===== config.mk =====
export PLATFORM = sky130hd
export DESIGN_NAME = seq_mul_datapath
export DESIGN_NICKNAME = d
export VERILOG_FILES = /design/src/rtl/mul_pkg.sv /design/src/rtl/mul_iter_counter.sv /design/src/rtl/seq_mul_datapath.sv
export SDC_FILE = /design/constraint.sdc
export NUM_CORES = 1
export LEC_CHECK = 0
export BUFFER_PORTS_ARGS = -buffer_cell sky130_fd_sc_hd__clkbuf_2
export CORE_UTILIZATION = 40
export CTS_CLUSTER_DIAMETER = 60
export DETAILED_ROUTE_END_ITERATION = 7
export SLEW_MARGIN = 20
export SYNTH_ARGS = -nofsm -noshare
export SYNTH_HDL_FRONTEND = slang
export SYNTH_HIERARCHICAL = 1
export SYNTH_SLANG_ARGS = --single-unit

===== constraint.sdc =====
create_clock -name clk -period 3.46 [get_ports clk]
set_input_delay 0 -clock clk [delete_from_list [all_inputs] [get_ports clk]]
set_output_delay 0 -clock clk [all_outputs]
set_load 0.01 [all_outputs]

===== src/rtl/mul_pkg.sv =====
`default_nettype none
// ============================================================================
//  Module      : mul_pkg
//  Description : Shared sizing constants for the sequential shift-add
//                multiplier datapath and its iteration counter.
//  Revision    : 1.0 - initial release
// ============================================================================
package mul_pkg;

  // Default operand width; the product is twice this wide.
  localparam int MUL_WIDTH  = 32;

  // Counter width that can still represent MUL_WIDTH itself.
  localparam int MUL_CNT_W  = $clog2(MUL_WIDTH) + 1;

  // Width of the full double-length product.
  localparam int MUL_PROD_W = 2 * MUL_WIDTH;

  // Counter width for an arbitrary operand width w (count must reach w).
  function automatic int cnt_width(input int w);
    return $clog2(w) + 1;
  endfunction

endpackage
`default_nettype wire


===== src/rtl/mul_iter_counter.sv =====
`default_nettype none
// ============================================================================
//  Module      : mul_iter_counter
//  Description : Iteration counter for the shift-add multiplier. Counts incr
//                pulses up to WIDTH and saturates there, flags less32 while
//                the count is below WIDTH and raises a sticky done.
//  Revision    : 1.0 - initial release
// ============================================================================
module mul_iter_counter
  import mul_pkg::*;
#(
  parameter int WIDTH = MUL_WIDTH,
  parameter int CNT_W = cnt_width(WIDTH)
) (
  input  logic clk,
  input  logic rst,
  input  logic clr,
  input  logic incr,
  output logic less32,
  output logic done
);

  localparam logic [CNT_W-1:0] CNT_MAX  = CNT_W'(WIDTH);
  localparam logic [CNT_W-1:0] CNT_LAST = CNT_W'(WIDTH - 1);

  logic [CNT_W-1:0] count;

  // Count register: clear on a new load, saturating increment otherwise;
  // done is set on the edge where the count arrives at WIDTH and then sticks.
  always_ff @(posedge clk or posedge rst) begin
    if (rst) begin
      count <= '0;
      done  <= 1'b0;
    end else if (clr) begin
      count <= '0;
      done  <= 1'b0;
    end else if (incr && (count != CNT_MAX)) begin
      count <= count + 1'b1;
      if (count == CNT_LAST) begin
        done <= 1'b1;
      end
    end
  end

  // Status straight from the count register, no extra latency.
  always_comb begin
    less32 = (count < CNT_MAX);
  end

endmodule
`default_nettype wire


===== src/rtl/seq_mul_datapath.sv =====
`default_nettype none
// ============================================================================
//  Module      : seq_mul_datapath
//  Description : Shift-add datapath of the sequential unsigned multiplier.
//                Executes the control FSM's add/shr/incr strobes on the
//                multiplicand, the {carry, acc_hi, acc_lo} accumulator and
//                the iteration counter; returns product and status.
//  Revision    : 1.0 - initial release
// ============================================================================
module seq_mul_datapath
  import mul_pkg::*;
#(
  parameter int WIDTH = MUL_WIDTH,
  parameter int CNT_W = cnt_width(WIDTH)
) (
  input  logic               clk,
  input  logic               rst,
  input  logic               wrt,
  input  logic [WIDTH-1:0]   a_in,
  input  logic [WIDTH-1:0]   b_in,
  input  logic               add,
  input  logic               shr,
  input  logic               incr,
  output logic               less32,
  output logic [2*WIDTH-1:0] product,
  output logic               done
);

  logic [WIDTH-1:0] mcand;
  logic [WIDTH-1:0] acc_hi;
  logic [WIDTH-1:0] acc_lo;
  logic             carry;

  logic             add_en;
  logic [WIDTH:0]   sum;
  logic [WIDTH:0]   post_add;

  // Conditional add of the multiplicand; post_add is {carry, acc_hi} as it
  // stands after this cycle's add, so a coincident shr shifts the new value.
  always_comb begin
    add_en   = add & acc_lo[0];
    sum      = {1'b0, acc_hi} + {1'b0, mcand};
    post_add = add_en ? sum : {carry, acc_hi};
  end

  // Operand/accumulator registers: load on wrt, otherwise add and/or shift.
  always_ff @(posedge clk or posedge rst) begin
    if (rst) begin
      mcand  <= '0;
      acc_hi <= '0;
      acc_lo <= '0;
      carry  <= 1'b0;
    end else if (wrt) begin
      mcand  <= a_in;
      acc_hi <= '0;
      acc_lo <= b_in;
      carry  <= 1'b0;
    end else if (shr) begin
      {carry, acc_hi, acc_lo} <= {1'b0, post_add, acc_lo[WIDTH-1:1]};
    end else begin
      {carry, acc_hi} <= post_add;
    end
  end

  // Product is presented directly from the accumulator registers.
  always_comb begin
    product = {acc_hi, acc_lo};
  end

  mul_iter_counter #(
    .WIDTH (WIDTH),
    .CNT_W (CNT_W)
  ) u_counter (
    .clk    (clk),
    .rst    (rst),
    .clr    (wrt),
    .incr   (incr),
    .less32 (less32),
    .done   (done)
  );

endmodule
`default_nettype wire


==> results_dict.tcl <==
set metrics [dict create \
    multi_input_comb_area_um2 3610 \
    yosysWarnings 6 \
    drive_gt1_share_pct 23.8 \
    vias_in_the_first_global_route 5641 \
    hp-class "in2reg" \
    post_cts.resized_instances 0 \
    dp.final_hpwl_um 11200 \
    timing.fmax_mhz 335 \
    grt_max_degree 80 \
    postLayoutSetupSlackWorst_ns 0.476 \
    detail_route.vias_per_cell 5.33 \
    layout.filler_cells 1467 \
    outcome "finished, final reports clean" \
    die_height_um 129 \
    layoutNonFillerInstCount 1063 \
    worstPathCellList "ha_1 -> inv_1 -> fa_1 -> nor2b_4 -> o31ai_2 -> a32oi_2 -> a221o_2 -> a21boi_2 -> a21bo_2 -> o21a_1 -> nor3_1 -> or3_1" \
    finalWeightedCongestion 0.911 \
    finalPower_mw 3.50 \
    worstHoldPathCells 2 \
    timing.setup.tns_ns 0 \
    synth_nets 777 \
    synth_enable_flop_cells 0 \
    dr_total_vias 5661 \
    worstHoldStart "incr" \
    slew-limit-headroom_pct 41.1 \
    critical_path.startpoint_type "flip-flop" \
    pre_cts_slack_ns 0.499 \
    ctsLongestPathBuffers 2 \
    report.final.slew_viol_count 0 \
    chipWidth_um 129 \
    postSynth.asyncResetShare_pct 100 \
    postSynth.topFlopCell "dfrtp_1" \
    die_area_um2 16600 \
    num_antenna_cells 0 \
    postCtsSetupRepairBufs 0 \
    fin_crit_sh_pct 86.3 \
    top_usage_layer "met2" \
    synthesis.instances 672 \
    io_buffer_count 135 \
    worst_path_largest_cell_delay_ns 0.48 \
    use_met2_pct 33.8 \
    max_cap_violations 0 \
    p_leak_nw 3.90 \
    grt_pass1_wl_um 26800 \
    initial_utilization_pct 41.6 \
    timing.critical_path.buf_inv 1 \
    sequential_area_share_after_synthesis_pct 40.6 \
    finalCoreUtilization_pct 53.1 \
    whs_endpoint "u_counter/count[1]" \
    clk_pin_slew_ns 0.07 \
    yosys_register_bits 104 \
    finalHoldViolations 0 \
    gr-usage-all-layers_pct 20.2 \
    power_per_cell_area_nw_per_um2 427 \
    cp.arrival_ns 3.23 \
    critical_path_class "reg2reg" \
    number_of_setup_violations_in_the_final_report 0 \
    drc 0 \
    grt_util_met1_pct 25.4 \
    cts.htree.levels 3 \
    crit_path_top_delay_cell "a221o_2" \
    clkSinkCount 104 \
    synth_area_um2 6420 \
    final_antenna_net_count 0 \
    clk_latency_ns 0.37 \
    critical_path_peak_fanout 6 \
    globalRouteMet3Util_pct 6.24 \
    wl_per_cell_um 15.0 \
    core_outline_area_um2 15400 \
    drtPass1Iterations 4 \
    irDropWorstVdd_uv 250 \
    drtIter0Drc 280 \
    antenna_found_initial 0 \
    area_growth_syn_to_layout_pct 27.6 \
    hold_buffers 65 \
    cts_inserted_buffers 9 \
    drt-total-wl_um 16000 \
    r2r_setup_slack_ns 0.48 \
    worstPathRequired_ns 3.71 \
    root_buffer "clkbuf_16" \
    area.sequential_um2 2600 \
    worst_path_dominant_cell_family "compound AO/OA/AOI/OAI gates" \
    num_io_pins 136 \
    grt_setup_unrepaired "no" \
    timing.rr.start "acc_hi[0]" \
    placementRows 45 \
    grt_overflow 0 \
    reg2reg_to "acc_hi[31]" \
    critical_path.endpoint_type "flip-flop" \
    setup_skew_ns 0.0121 \
    worst-r2r-cell-count 12 \
    tightest_slew_ns 0.883 \
    tritoncts "yes" \
    final.min_clock_period_ns 2.98 \
    synthesized_area_per_cell_um2 9.55 \
    synth_cell_type_count 56 \
    place.detailed.instances 982 \
    nNetsFinal 952 \
]
[cell families (layout without fill, tap and decap cells)]
logic type	count (synthesis)	count (layout)	share of synthesized area [%]
XOR/XNOR	30	30	4.10
buffers and inverters	54	234	3.22
flip-flops	104	104	40.6
AND/OR/NAND/NOR	181	181	13.7
multiplexers	73	73	12.0
adder cells (fa/ha/maj)	35	35	6.94
AO/OA/AOI/OAI	195	195	19.5
[cell usage after synthesis, drive strengths merged (2+ instances only)]
cell type	number	share of area, %
o21bai	4	0.47
and4	2	0.29
and3	11	1.1
nand4	8	0.78
nand4b	4	0.55
mux2i	40	6.2
inv	12	0.70
o22ai	3	0.29
a21o	17	2.0
nor3	10	0.96
o21a	5	0.59
nand3b	2	0.23
buf	12	0.76
o31ai	3	0.43
xnor2	11	1.5
nor2	41	2.4
nand2	71	4.2
a21boi	3	0.41
a211oi	27	3.2
a221oi	8	1.1
o21ai	52	4.1
and2	5	0.49
xor2	19	2.6
a31oi	8	0.78
mux2	33	5.8
dfrtp	104	41
clkbuf	30	1.8
nor2b	4	0.51
nand2b	3	0.29
o211a	2	0.31
a21oi	51	4.0
ha	34	6.6
or3	2	0.19
nand3	11	0.86
or2	2	0.19
a311oi	4	0.55
[layout make-up]
| class | count | area share, % |
|---|---|---|
| clock buffers | 10 | 2.92 |
| clock inverters | 6 | 0.611 |
| inverters | 12 | 0.611 |
| multi-input cells | 514 | 44.1 |
| flip-flops and latches | 104 | 31.8 |
| well taps | 211 | 3.22 |
| repair buffers | 206 | 16.8 |
[sequential cells by signal, indices dropped and copies added (netlist names)]
register and count:
acc_lo 32, mcand 32, u_counter/done 1, u_counter/count 6, carry 1, acc_hi 32
[where the power goes]
part / total [mW] / switching, mW / internal, mW
Clock: 1.01 / 0.490 / 0.520
Sequential: 1.43 / 0.0984 / 1.33
Combinational: 1.06 / 0.582 / 0.479
[layer usage]
layer  vias up  part of all wire [%]
met5         -                     0
met4         0                   1.3
met3        21                   5.9
met2       159                    47
met1      2678                    45
li1       2803                     -
[how the worst max path moves through the flow]
stage | cells after the start | slack, ns | to | start
after CTS | 12 | 0.48 | acc_hi[26] | acc_hi[0]
after detailed placement | 12 | 0.50 | acc_hi[31] | acc_hi[0]
after global routing | 12 | 0.25 | acc_hi[25] | acc_hi[0]
final | 12 | 0.48 | acc_hi[31] | acc_hi[0]
after global placement | 12 | 0.57 | acc_hi[31] | acc_hi[0]
after floorplan | 12 | 0.73 | acc_hi[31] | acc_hi[0]
[per-stage QoR]
step	area (um^2)	hold slack, ns
2_1_floorplan	6420	-0.197
3_3_place_gp	7240	-0.0307
3_5_place_dp	7240	-0.0225
4_1_cts	8180	0.00695
5_1_grt	8190	0.0408
6_report	8190	0.00897
[cell usage in the layout, fill, tap and decap left out, types with 4 or more instances in the layout]
| cell type | Yosys | routed |
|---|---|---|
| nand4b_1 | 4 | 4 |
| a31oi_1 | 8 | 8 |
| and2_1 | 5 | 5 |
| clkbuf_2 | 0 | 133 |
| o21a_1 | 5 | 5 |
| inv_6 | 0 | 4 |
| a21oi_1 | 51 | 51 |
| mux2i_1 | 40 | 40 |
| o21bai_1 | 4 | 4 |
| inv_1 | 12 | 11 |
| nand4_1 | 8 | 8 |
| xor2_1 | 19 | 19 |
| and3_1 | 11 | 11 |
| o21ai_0 | 52 | 52 |
| nand2_1 | 71 | 71 |
| dfrtp_1 | 104 | 104 |
| nor2_1 | 41 | 41 |
| clkbuf_16 | 0 | 9 |
| a311oi_1 | 4 | 4 |
| a211oi_1 | 27 | 27 |
| mux2_2 | 33 | 33 |
| nand3_1 | 11 | 11 |
| dlygate4sd3_1 | 0 | 65 |
| buf_4 | 0 | 7 |
| nor3_1 | 9 | 9 |
| ha_1 | 34 | 34 |
| a221oi_1 | 8 | 8 |
| a21o_1 | 17 | 17 |
| xnor2_1 | 11 | 11 |
(Power assumes the default switching activity.)
